==> src/rtl/sram_1r1w_access_ctrl.sv <==
// ---------------------------------------------------------------------------
// sram_1r1w_access_ctrl
//
// Purpose:
//   Client-side controller for a 1R1W synchronous SRAM macro with a
//   registered read address (data appears the cycle after sram_R0_en).
//   After reset it zero-fills the array, then offers valid/ready read and
//   write ports. Read data passes through a 2-entry in-order response FIFO,
//   so clients never see the macro's one-cycle data window. Same-cycle
//   read/write collisions are resolved write-first inside the controller,
//   so the macro's own collision behaviour does not matter.
//
// Ports:
//   clock, reset_n              clock / asynchronous active-low reset
//   rd_req_valid/ready/addr     read request handshake
//   rd_resp_valid/ready/data    read response handshake
//   wr_valid/ready/addr/data    write handshake (no buffering)
//   init_done                   high once the zeroing sweep has completed
//   sram_R0_en/addr, sram_R0_data   macro read port
//   sram_W0_en/addr/data            macro write port
// ---------------------------------------------------------------------------
module sram_1r1w_access_ctrl #(
    parameter int DEPTH   = 512,
    parameter int AW      = 9,
    parameter int DW      = 51,
    parameter int INIT_EN = 1
) (
    input  logic          clock,
    input  logic          reset_n,
    input  logic          rd_req_valid,
    output logic          rd_req_ready,
    input  logic [AW-1:0] rd_req_addr,
    output logic          rd_resp_valid,
    input  logic          rd_resp_ready,
    output logic [DW-1:0] rd_resp_data,
    input  logic          wr_valid,
    output logic          wr_ready,
    input  logic [AW-1:0] wr_addr,
    input  logic [DW-1:0] wr_data,
    output logic          init_done,
    output logic          sram_R0_en,
    output logic [AW-1:0] sram_R0_addr,
    input  logic [DW-1:0] sram_R0_data,
    output logic          sram_W0_en,
    output logic [AW-1:0] sram_W0_addr,
    output logic [DW-1:0] sram_W0_data
);

    typedef enum logic {ST_INIT, ST_RUN} state_e;

    localparam logic [AW-1:0] LAST_ADDR = AW'(DEPTH - 1);

    state_e        state_q, state_d;
    logic [AW-1:0] cnt_q, cnt_d;
    logic          init_done_q;

    logic          rd_acc, wr_acc, bypass;
    logic [AW-1:0] raddr_q;

    logic          s1_vld_q, s1_byp_q;
    logic [DW-1:0] s1_bdata_q;

    logic [DW-1:0] fifo_q [2];
    logic          rptr_q, wptr_q;
    logic [1:0]    fifo_cnt_q;
    logic          push, pop;
    logic [DW-1:0] push_data;
    logic [2:0]    occ;

    // Occupancy the FIFO will have once this cycle's pop and the s1 push
    // have both happened; a new accept is allowed only if it still fits.
    assign pop  = (fifo_cnt_q != 2'd0) && rd_resp_ready;
    assign occ  = 3'(fifo_cnt_q) + 3'(s1_vld_q) - 3'(pop);

    // FSM next state and port decode. init_done_q doubles as the "running"
    // qualifier so the readys stay low while reset is applied, even when
    // the sweep is disabled and the FSM resets straight into ST_RUN.
    always_comb begin
        state_d      = state_q;
        cnt_d        = cnt_q;
        sram_W0_en   = 1'b0;
        sram_W0_addr = cnt_q;
        sram_W0_data = '0;
        wr_ready     = 1'b0;
        rd_req_ready = 1'b0;
        case (state_q)
            ST_INIT: begin
                // Gated by reset_n so no zeroing write is issued while the
                // controller is still held in reset.
                sram_W0_en = reset_n;
                cnt_d      = cnt_q + 1'b1;
                if (cnt_q == LAST_ADDR) begin
                    state_d = ST_RUN;
                end
            end
            ST_RUN: begin
                if (init_done_q) begin
                    wr_ready     = 1'b1;
                    rd_req_ready = (occ < 3'd2);
                    sram_W0_en   = wr_valid;
                    sram_W0_addr = wr_addr;
                    sram_W0_data = wr_data;
                end
            end
            default: state_d = ST_INIT;
        endcase
    end

    always_ff @(posedge clock or negedge reset_n) begin
        if (!reset_n) begin
            state_q     <= (INIT_EN != 0) ? ST_INIT : ST_RUN;
            cnt_q       <= '0;
            init_done_q <= 1'b0;
        end else begin
            state_q     <= state_d;
            cnt_q       <= cnt_d;
            init_done_q <= (state_d == ST_RUN);
        end
    end

    assign init_done = init_done_q;

    // Request stage (T): address goes straight to the macro on accept and
    // is otherwise held so the macro address pins stay quiet.
    assign rd_acc       = rd_req_valid && rd_req_ready;
    assign wr_acc       = wr_valid && wr_ready;
    assign bypass       = rd_acc && wr_acc && (rd_req_addr == wr_addr);
    assign sram_R0_en   = rd_acc;
    assign sram_R0_addr = rd_acc ? rd_req_addr : raddr_q;

    always_ff @(posedge clock or negedge reset_n) begin
        if (!reset_n) begin
            raddr_q    <= '0;
            s1_vld_q   <= 1'b0;
            s1_byp_q   <= 1'b0;
            s1_bdata_q <= '0;
        end else begin
            s1_vld_q <= rd_acc;
            s1_byp_q <= bypass;
            if (rd_acc) begin
                raddr_q <= rd_req_addr;
            end
            if (bypass) begin
                s1_bdata_q <= wr_data;
            end
        end
    end

    // s1 stage (T+1): macro data is only valid now, so it is captured into
    // the FIFO unconditionally; the readiness check above guarantees room.
    assign push      = s1_vld_q;
    assign push_data = s1_byp_q ? s1_bdata_q : sram_R0_data;

    always_ff @(posedge clock or negedge reset_n) begin
        if (!reset_n) begin
            fifo_q[0]  <= '0;
            fifo_q[1]  <= '0;
            rptr_q     <= 1'b0;
            wptr_q     <= 1'b0;
            fifo_cnt_q <= 2'd0;
        end else begin
            if (push) begin
                fifo_q[wptr_q] <= push_data;
                wptr_q         <= ~wptr_q;
            end
            if (pop) begin
                rptr_q <= ~rptr_q;
            end
            fifo_cnt_q <= fifo_cnt_q + 2'(push) - 2'(pop);
        end
    end

    // Response stage: FIFO head drives the client.
    assign rd_resp_valid = (fifo_cnt_q != 2'd0);
    assign rd_resp_data  = fifo_q[rptr_q];

endmodule

==> config.mk <==
export PLATFORM = sky130hd
export DESIGN_NAME = sram_1r1w_access_ctrl
export DESIGN_NICKNAME = d
export VERILOG_FILES = /design/src/rtl/sram_1r1w_access_ctrl.sv
export SDC_FILE = /design/constraint.sdc
export NUM_CORES = 1
export LEC_CHECK = 0
export ABC_AREA = 1
export BUFFER_PORTS_ARGS = -buffer_cell sky130_fd_sc_hd__buf_4
export CORE_MARGIN = 3
export CORE_UTILIZATION = 35
export CTS_CLUSTER_SIZE = 12
export DETAILED_ROUTE_END_ITERATION = 16
export GPL_ROUTABILITY_DRIVEN = 0
export PLACE_DENSITY_LB_ADDON = 0.2
export SLEW_MARGIN = 20
export SYNTH_ARGS = -nofsm -noshare
export SYNTH_HDL_FRONTEND = slang
export SYNTH_SLANG_ARGS = --single-unit
==> constraint.sdc <==
create_clock -name clock -period 5.7 [get_ports clock]
set_clock_uncertainty 0.05 [all_clocks]
set_input_delay 1.14 -clock clock [delete_from_list [all_inputs] [get_ports clock]]
set_output_delay 1.14 -clock clock [all_outputs]
set_load 0.03 [all_outputs]
==> flow_summary.toml, run 1 <==
[timing]
clock.fmax_ghz = 0.220
slew_violations = 0
finalHoldViolCount = 0
period_needed_ns = 4.54
period_share_pct = 79.6
slew_headroom_pct = 27.8
tns_ns = 0
rsz0062_at_grt = "false"
setup_violations = 0
worst_pin_slew_ns = 1.08

[global_route]
grt_pass1_wl_um = 40200
grt_pass1_vias = 7456
grt_max_degree = 104
grt_overflow = 0
grt_usage_pct = 18.9
antenna_found_initial = 0

[detailed_routing]
drt-pass1-iter-count = 4
viasPerCell = 4.53
drt_iter0_drc = 391
ant_nets = 0
vias = 7528
wire_per_inst_um = 15.1
wl_um = 25000
drc_errors = 0

[clock_tree]
path_clk_slew_ns = 0.07
hold_buffers = 0
clk_latency_ns = 0.43
cts-buffers-inserted = 17
cts_setup_buffers = 0
h-tree-depth = 4
cts_tree = "done"
root_buffer = "clkbuf_16"
cts_buffer_depth = 2
clock_sinks = 178
ctsResizeCount = 0

[die]
die-area_sq_mm = 0.0271
ioPinCount = 251
die_x_um = 165
core_sq_mm = 0.0245
die_h_um = 165
start_util_pct = 35.9
num_rows = 57

[worst_setup_path]
rrSetupSlack_ns = 1.84
crit_type = "input pin to primary output"
cp.arrival_ns = 3.35
slowest_delay_ns = 0.45
slowest_stage = "fa_1"
required_ns = 4.51
regToRegEndpoint = "s1_bdata_q[32]"
critPathMostFrequentCell = "inv_1"
critPathMaxFanout = 19
end_kind = "primary output"
cp_cell_sequence = "buf_4 -> nand2_1 -> inv_1 -> ha_1 -> inv_1 -> ha_1 -> fa_1 -> inv_1 -> nand2_2 -> nor2_4 -> nand3_4 -> o21ai_0 -> buf_4"
critPathLaunchType = "input pin"
ff2ff_path_depth = 15
r2r_start = "fifo_cnt_q[1]"

[power]
p_per_area_mw_per_mm2 = 322
p_int_uw = 2340
p_clk_share_pct = 32.6
combPwrFrac_pct = 29.8
p_sw_share_pct = 36.5
power_switching_uw = 1350
pwr-share-seq_pct = 37.5
p_leak_uw = 0.00636
peakVddDrop_mv = 0.196

[min_path]
hp-start = "s1_bdata_q[19]"
whs_endpoint = "s1_bdata_q[19]"
hold_depth = 2
hold_class = "register to register"

[synthesis]
netlist.area_leader.share_pct = 50.6
synthTopCellsByArea = "dfrtp_1 51%, nand2_1 20%, o21ai_0 6.8%"
yosys.area.top_type = "dfrtp_1"
synth-seq-cells = 178
ys_warn_count = 0
syn_area_per_cell_sq_um = 7.91
synth_nets = 1242
synth_seq_area_share_pct = 50.6
synth_area_sq_mm = 0.00880
ys_types = 25
syn_inst = 1112

[final_layout]
fin_util_pct = 46.6
nets = 1455
final_common_cell = "nand2_1"
fin_area_sq_mm = 0.0114
areaGrowthSynthToFinish_pct = 30.0
layout-drive-gt1-share_pct = 26.6
final_cell_mix = "472 x nand2_1, 257 x buf_4, 175 x dfrtp_1"
fillCellCount = 2473
antenna_cells = 0

[run]
maxCapViolCount = 0

[placed_design]
dpl_cell_area_sq_mm = 0.0108
io_buffers = 250
hpwl_um = 16500

[outcome]
outcome = "finished, final reports clean"
==> metrics by stage <==
step	hold WS, ns	std cells	setup slack [ns]	power [uW]
2_1_floorplan	0.386	1112	1.06	2000
3_3_place_gp	0.399	1630	1.27	2530
3_5_place_dp	0.403	1630	1.17	2530
4_1_cts	0.421	1662	1.16	3750
5_1_grt	0.436	1662	0.939	3880
6_report	0.418	1662	1.16	3690
==> layout make-up <==
type / count / area (sq um) / share of cell area (%)
sequential: 178 / 4460 / 39.0
multi-input combinational: 731 / 3510 / 30.7
timing repair buffer: 258 / 1940 / 17.0
inverter: 139 / 522 / 4.56
clock buffer: 18 / 429 / 3.75
tap: 324 / 405 / 3.54
clock inverter: 14 / 169 / 1.48
==> cell families (layout without fill, tap and decap cells) <==
logic type	Yosys count	in the layout	synth area share (%)
AND/OR/NAND/NOR	546	546	24.7
multiplexers	51	51	6.53
AO/OA/AOI/OAI	121	121	6.91
adder cells (fa/ha/maj)	5	5	0.797
buffers and inverters	203	429	9.61
XOR/XNOR	8	8	0.797
flip-flops	178	178	50.6
==> power groups by stage <==
stage / Clock (uW) / Sequential (uW) / Combinational [uW]
floorplan: 0 / 1310 / 692
global placement: 0 / 1410 / 1110
detailed placement: 0 / 1410 / 1120
CTS: 1240 / 1390 / 1120
global route: 1290 / 1400 / 1180
finish: 1200 / 1380 / 1100
==> layer usage <==
metal  GRT usage [%]  wire (um)  share of wire, %
met4            4.12        173              0.69
met1            25.1      11300                45
met3            5.42       1890               7.5
met2            30.7      11700                47
met5               0          0                 0
==> worst max-delay path: cells and delay by family <==
kind	cells	cell delay, ns
AOI/OAI and AO/OA	1	0.34
adders and majority gates	3	0.89
buffers and inverters	5	0.51
and+or+nand+nor	4	0.47
==> sequential cells by signal, indices dropped and copies added, names as in the netlist <==
signal and cells:
cnt_q 9, fifo_cnt_q 2, fifo_q 102, init_done 1, push 1, raddr_q 9, rptr_q 1, s1_bdata_q 51
s1_byp_q 1, wptr_q 1
==> cells in the mapped netlist (all sizes together) <==
| cell type | instances |
|---|---|
| nand2 | 475 |
| inv | 138 |
| fa | 1 |
| xor2 | 5 |
| clkbuf | 36 |
| nand4 | 2 |
| dfrtp | 178 |
| nor2 | 12 |
| or2 | 2 |
| ha | 4 |
| xnor2 | 3 |
| o21ai | 120 |
| clkinv | 1 |
| o211ai | 1 |
| nor4 | 1 |
| buf | 28 |
| mux2 | 51 |
| nand3 | 54 |
==> how the worst max path moves through the flow <==
stage             startpoint         endpoint  depth (start not counted)
2_1_floorplan  rd_resp_ready  sram_R0_addr[0]                         12
3_3_place_gp   rd_resp_ready  sram_R0_addr[1]                         13
3_5_place_dp   rd_resp_ready  sram_R0_addr[3]                         13
4_1_cts        rd_resp_ready  sram_R0_addr[3]                         13
5_1_grt        fifo_cnt_q[1]  sram_R0_addr[3]                         13
6_report       rd_resp_ready  sram_R0_addr[3]                         13
Note: power is estimated with default switching activity, not from simulation.
==> run 2: changes to the inputs <==
==> constraint.sdc (replaced) <==
create_clock -name clock -period 4.7 [get_ports clock]
set_clock_uncertainty 0.05 [all_clocks]
set_input_delay 0.94 -clock clock [delete_from_list [all_inputs] [get_ports clock]]
set_output_delay 0.94 -clock clock [all_outputs]
set_load 0.03 [all_outputs]
==> run 2 against run 1 <==
Against the previous run:
- register-to-register slack got worse by 0.46 ns
- routed wire length decreased by 0.53%
- combinational power increased by 21%
- largest cell class unchanged
- non-clock buffer count increased by 4
- die area unchanged
- worst setup slack got worse by 0.67 ns
- sequential power increased by 22%
- critical path type is now register to primary output
- global-route usage decreased by 0.28 points
- via count increased by 0.76%
- clock power increased by 8%
- flip-flop and latch count unchanged
==> flow_summary.toml, run 2 (synthesis gave the netlist of run 1 again) <==
[detailed_routing]
wire_per_inst_um = 15.0
drt-pass1-iter-count = 5
drc_errors = 0
viasPerCell = 4.56
ant_nets = 0
drt_iter0_drc = 397
wl_um = 24900
vias = 7585

[worst_setup_path]
ff2ff_path_depth = 15
required_ns = 3.71
crit_type = "register to primary output"
critPathLaunchType = "register"
end_kind = "primary output"
crit_start = "fifo_cnt_q[1]"
critPathMaxFanout = 19
rrSetupSlack_ns = 1.38
r2r_start = "fifo_cnt_q[1]"
regToRegEndpoint = "s1_bdata_q[41]"
cp.arrival_ns = 3.22

[timing]
slew_headroom_pct = 31.1
whs_ns = 0.373
worst_slack_ns = 0.489
period_share_pct = 89.6
slew_violations = 0
clock.fmax_ghz = 0.237
worst_pin_slew_ns = 1.03
rsz0062_at_grt = "false"
tns_ns = 0
setup_violations = 0
period_needed_ns = 4.21
finalHoldViolCount = 0

[clock_tree]
hold_buffers = 0
ctsResizeCount = 0
h-tree-depth = 4
clock_sinks = 178
root_buffer = "clkbuf_16"
cts-buffers-inserted = 17
clk_latency_ns = 0.43
cts_setup_buffers = 0
path_clk_slew_ns = 0.07
cts_tree = "done"
cts_buffer_depth = 2

[final_layout]
layout-drive-gt1-share_pct = 26.6
final_cell_mix = "472 x nand2_1, 260 x buf_4, 175 x dfrtp_1"
regMostFlops = "fifo_q"
nets = 1459
antenna_cells = 0
largest_reg_flops = 102
final_common_cell = "nand2_1"
areaGrowthSynthToFinish_pct = 29.7
reg_top3 = "fifo_q: 102 flops, s1_bdata_q: 51 flops"

[power]
p_per_area_mw_per_mm2 = 377
peakVddDrop_mv = 0.246
p_leak_uw = 0.00634
power_uw = 4310

[global_route]
grt_usage_pct = 18.6
grt_max_degree = 104
antenna_found_initial = 0
grt_pass1_wl_um = 39500
grt_pass1_vias = 7577
grt_overflow = 0

[die]
start_util_pct = 35.9
ioPinCount = 251
die_h_um = 165
num_rows = 57
die-area_sq_mm = 0.0271
core_sq_mm = 0.0245
die_x_um = 165

[run]
maxCapViolCount = 0

[outcome]
outcome = "finished, final reports clean"

[min_path]
hold_class = "input pin to async pin"

[placed_design]
dp_slack_ns = 0.616
hpwl_um = 16800
io_buffers = 250
[run 2: metrics by stage]
| step | cells | util (%) | area [sq um] |
|---|---|---|---|
| finish | 1665 | 46.5 | 11400 |
| global route | 1665 | 46.5 | 11400 |
| CTS | 1664 | 46.4 | 11400 |
| detailed placement | 1633 | 44.3 | 10900 |
| global placement | 1633 | 44.3 | 10900 |
| floorplan | 1112 | - | 8800 |
[run 2: how the worst max path moves through the flow]
stage	end	cells after the start
2_1_floorplan	sram_R0_addr[0]	12
3_3_place_gp	sram_R0_addr[3]	13
3_5_place_dp	sram_R0_addr[7]	13
4_1_cts	sram_R0_addr[7]	13
5_1_grt	sram_R0_addr[0]	13
6_report	sram_R0_addr[3]	13
[run 2: power breakdown]
group / internal (uW) / leakage [uW] / switching [uW]
logic: 488 / 0.00417 / 844
registers: 1550 / 0.00193 / 136
clock network: 677 / 0.000243 / 614
[run 2: routing by layer]
metal	track usage [%]	vias to the layer above	part of all wire, %
met5	0	-	0
met4	5.26	0	1.3
met3	5.57	16	7.1
met2	29.8	178	46
met1	24.4	3557	46
li1	-	3834	-
[run 2: critical path, cell delays in order, from the launching register on]
cell	delay [ns]
dfrtp_1	0.41
or2_2	0.32
nand2_1	0.10
inv_1	0.05
ha_1	0.27
inv_1	0.04
ha_1	0.18
fa_1	0.45
inv_1	0.08
nand2_2	0.06
nor2_4	0.13
nand3_4	0.19
o21ai_0	0.31
buf_4	0.22
[run 2: area by class of cell]
| cell class | instances | area [sq um] |
|---|---|---|
| clock buffer | 20 | 437 |
| clock inverter | 11 | 83.8 |
| fill | 2499 | 13100 |
| inverter | 139 | 523 |
| multi-input combinational | 731 | 3510 |
| sequential | 178 | 4460 |
| tap | 324 | 405 |
| timing repair buffer | 262 | 1990 |
==> run 3: changes to the inputs <==
--- a/config.mk
+++ b/config.mk
@@ -5,7 +5,6 @@
 export SDC_FILE = /design/constraint.sdc
 export NUM_CORES = 1
 export LEC_CHECK = 0
-export ABC_AREA = 1
 export BUFFER_PORTS_ARGS = -buffer_cell sky130_fd_sc_hd__buf_4
 export CORE_MARGIN = 3
 export CORE_UTILIZATION = 35
==> run 3 against run 2 <==
Against the previous run:
- sequential share of layout area grew 0.83 points
- power down 20%
- die area down 4.2%
- critical path depth down 2
- worst hold slack improved by 0.051 ns
- synthesized cell count is 36% lower
- combinational power shrank 71%
- core utilization is 0.95 points higher
- design area fell by 2.1%
- via count shrank 22%
- global-route usage shrank 2.3 points
- largest power group unchanged
==> flow_summary.toml, run 3 <==
[outcome]
outcome = "finished, final reports clean"

[die]
core_sq_mm = 0.0235
start_util_pct = 35.7
ioPinCount = 251
num_rows = 56
die_x_um = 161
die-area_sq_mm = 0.0259
die_h_um = 161

[synthesis]
yosysMostFrequentCell = "dfrtp_1"
synth_area_sq_mm = 0.00841
synth_compound_area_share_pct = 6.22
async_flop_share_pct = 100
synthTopCellsByCount = "178 x dfrtp_1, 71 x mux2_2, 56 x nor2_1, 55 x nand2_1, 53 x and2_1"
synth-seq-cells = 178
synth_fa_ha_area_share_pct = 0.833
synth_seq_area_share_pct = 53.0
synth_xor_xnor_area_share_pct = 1.98
ys_warn_count = 0
synthMuxAreaShare_pct = 24.5
synth_flop_cell = "dfrtp_1"
syn_area_per_cell_sq_um = 11.8
netlist.area_leader.share_pct = 53.0
ys_types = 32
yosys.area.top_type = "dfrtp_1"
synth_edf_count = 0
yosys.area_share.simple_pct = 10.5
syn_inst = 715
synth_top_family_by_area = "multiplexers"
synth_nets = 845
synthTopCellsByArea = "dfrtp_1 53%, mux2_2 9.5%, mux2_4 8.9%"

[global_route]
grt_usage_pct = 16.3
grt_pass1_wl_um = 33800
grt_pass1_vias = 6302
grt_overflow = 0
grt_max_degree = 103
antenna_found_initial = 0

[detailed_routing]
ant_nets = 0
wire_per_inst_um = 16.4
wl_um = 20900
vias = 5918
drc_errors = 0
viasPerCell = 4.64
drt_iter0_drc = 231
drt-pass1-iter-count = 4

[power]
p_sw_share_pct = 25.1
p_per_area_mw_per_mm2 = 308
power_switching_uw = 864
peakVddDrop_mv = 0.184
p_clk_share_pct = 43.0
pwr-share-seq_pct = 45.9
p_leak_uw = 0.00518
p_int_uw = 2580
combPwrFrac_pct = 11.1

[worst_setup_path]
slowest_stage = "fa_1"
required_ns = 3.71
slowest_delay_ns = 0.48
critPathLaunchType = "register"
crit_type = "register to primary output"
critPathMaxFanout = 10
end_kind = "primary output"
cp.arrival_ns = 3.41
cp_cell_sequence = "or2_2 -> and2_1 -> ha_1 -> inv_1 -> ha_1 -> fa_1 -> nand3b_1 -> nor2_1 -> buf_4 -> mux2_2 -> buf_4"

[clock_tree]
h-tree-depth = 4
clock_sinks = 178
cts_tree = "done"
path_clk_slew_ns = 0.07
cts-buffers-inserted = 17
ctsResizeCount = 0
root_buffer = "clkbuf_16"
hold_buffers = 0
cts_setup_buffers = 0
cts_buffer_depth = 2
clk_latency_ns = 0.43

[timing]
clock.fmax_ghz = 0.227
rsz0062_at_grt = "false"
period_needed_ns = 4.40
whs_ns = 0.424
period_share_pct = 93.6
slew_headroom_pct = 33.1
setup_violations = 0
slew_violations = 0
tns_ns = 0
finalHoldViolCount = 0
worst_pin_slew_ns = 1.00

[final_layout]
areaGrowthSynthToFinish_pct = 32.8
fillCellCount = 2233
final_common_cell = "buf_4"
multi_input_area_sq_mm = 0.00372
reg_top3 = "fifo_q: 102 flops, s1_bdata_q: 51 flops"
regMostFlops = "fifo_q"
antenna_cells = 0
final_cell_mix = "258 x buf_4, 175 x dfrtp_1, 71 x mux2_2"
layout-drive-gt1-share_pct = 43.9
nets = 1075
register_area_sq_mm = 0.00446
largest_reg_flops = 102

[run]
maxCapViolCount = 0

[placed_design]
io_buffers = 250
hpwl_um = 14400

[min_path]
hold_class = "register to register"
[run 3: cell types whose count changed in the layout (fill, tap and decap cells not counted), sizes merged, moves of 4 or more]
cell	previous run	this run
xnor2	3	10
o21ai	120	52
xor2	5	9
nor2	12	56
nand3	54	4
mux2	51	121
a21oi	0	51
nand2	475	55
clkinv	6	1
inv	140	10
and2	0	53
mux2i	0	51
[run 3: metrics by stage]
step / setup slack [ns] / cell area [sq um] / total power [uW] / util (%) / cells
2_1_floorplan: 0.611 / 8410 / 1800 / - / 715
3_3_place_gp: 0.444 / 10500 / 2000 / 44.8 / 1244
3_5_place_dp: 0.400 / 10500 / 2000 / 44.8 / 1244
4_1_cts: 0.248 / 11200 / 3510 / 47.4 / 1275
5_1_grt: 0.0902 / 11200 / 3600 / 47.5 / 1276
6_report: 0.300 / 11200 / 3440 / 47.5 / 1276
[run 3: per-layer routing]
| layer | routed length [um] | GRT usage (%) |
|---|---|---|
| met1 | 9710 | 22.1 |
| met3 | 1640 | 5.92 |
| met5 | 0 | 0 |
| met2 | 9400 | 25.2 |
| met4 | 150 | 3.25 |
[run 3: worst paths after layout]
kind	slack, ns	endpoint	depth (start not counted)	startpoint
worst max-delay path	0.30	sram_R0_addr[2]	11	fifo_cnt_q[1]
worst min-delay path	0.42	fifo_q[79]	2	fifo_q[79]
worst max register to register	1.19	s1_bdata_q[24]	11	fifo_cnt_q[1]
worst min register to register	0.42	fifo_q[79]	2	fifo_q[79]
max in group asynchronous	2.87	s1_bdata_q[48]	2	reset_n
min in group asynchronous	0.45	fifo_q[73]	1	reset_n
[run 3: logic make-up after synthesis]
group | Yosys count
and+or+nand+nor | 183
DFF | 178
muxes | 172
AOI/OAI and AO/OA | 104
buffers and inverters | 54
xor gates and xnor gates | 19
adders and majority gates | 5
[run 3: final cells by class]
cell class,instances,area share [%]
inverter,5,0.168
sequential,178,39.9
tap,319,3.57
clock buffer,18,3.84
multi-input combinational,483,33.3
timing repair buffer,260,17.6
clock inverter,13,1.56
[run 3: power groups by stage]
stage	Clock (uW)	Sequential, uW	Combinational, uW
finish	1480	1580	382
CTS	1540	1580	394
global placement	0	1610	388
floorplan	0	1580	224
global route	1600	1580	420
detailed placement	0	1610	393
[run 3: critical path: cells and delay by family (launching register included)]
family                   cells  cell delay (ns)
adder cells (fa/ha/maj)      3             0.93
buffers and inverters        3             0.41
flip-flops                   1             0.41
multiplexers                 1             0.37
AND/OR/NAND/NOR              4             0.86
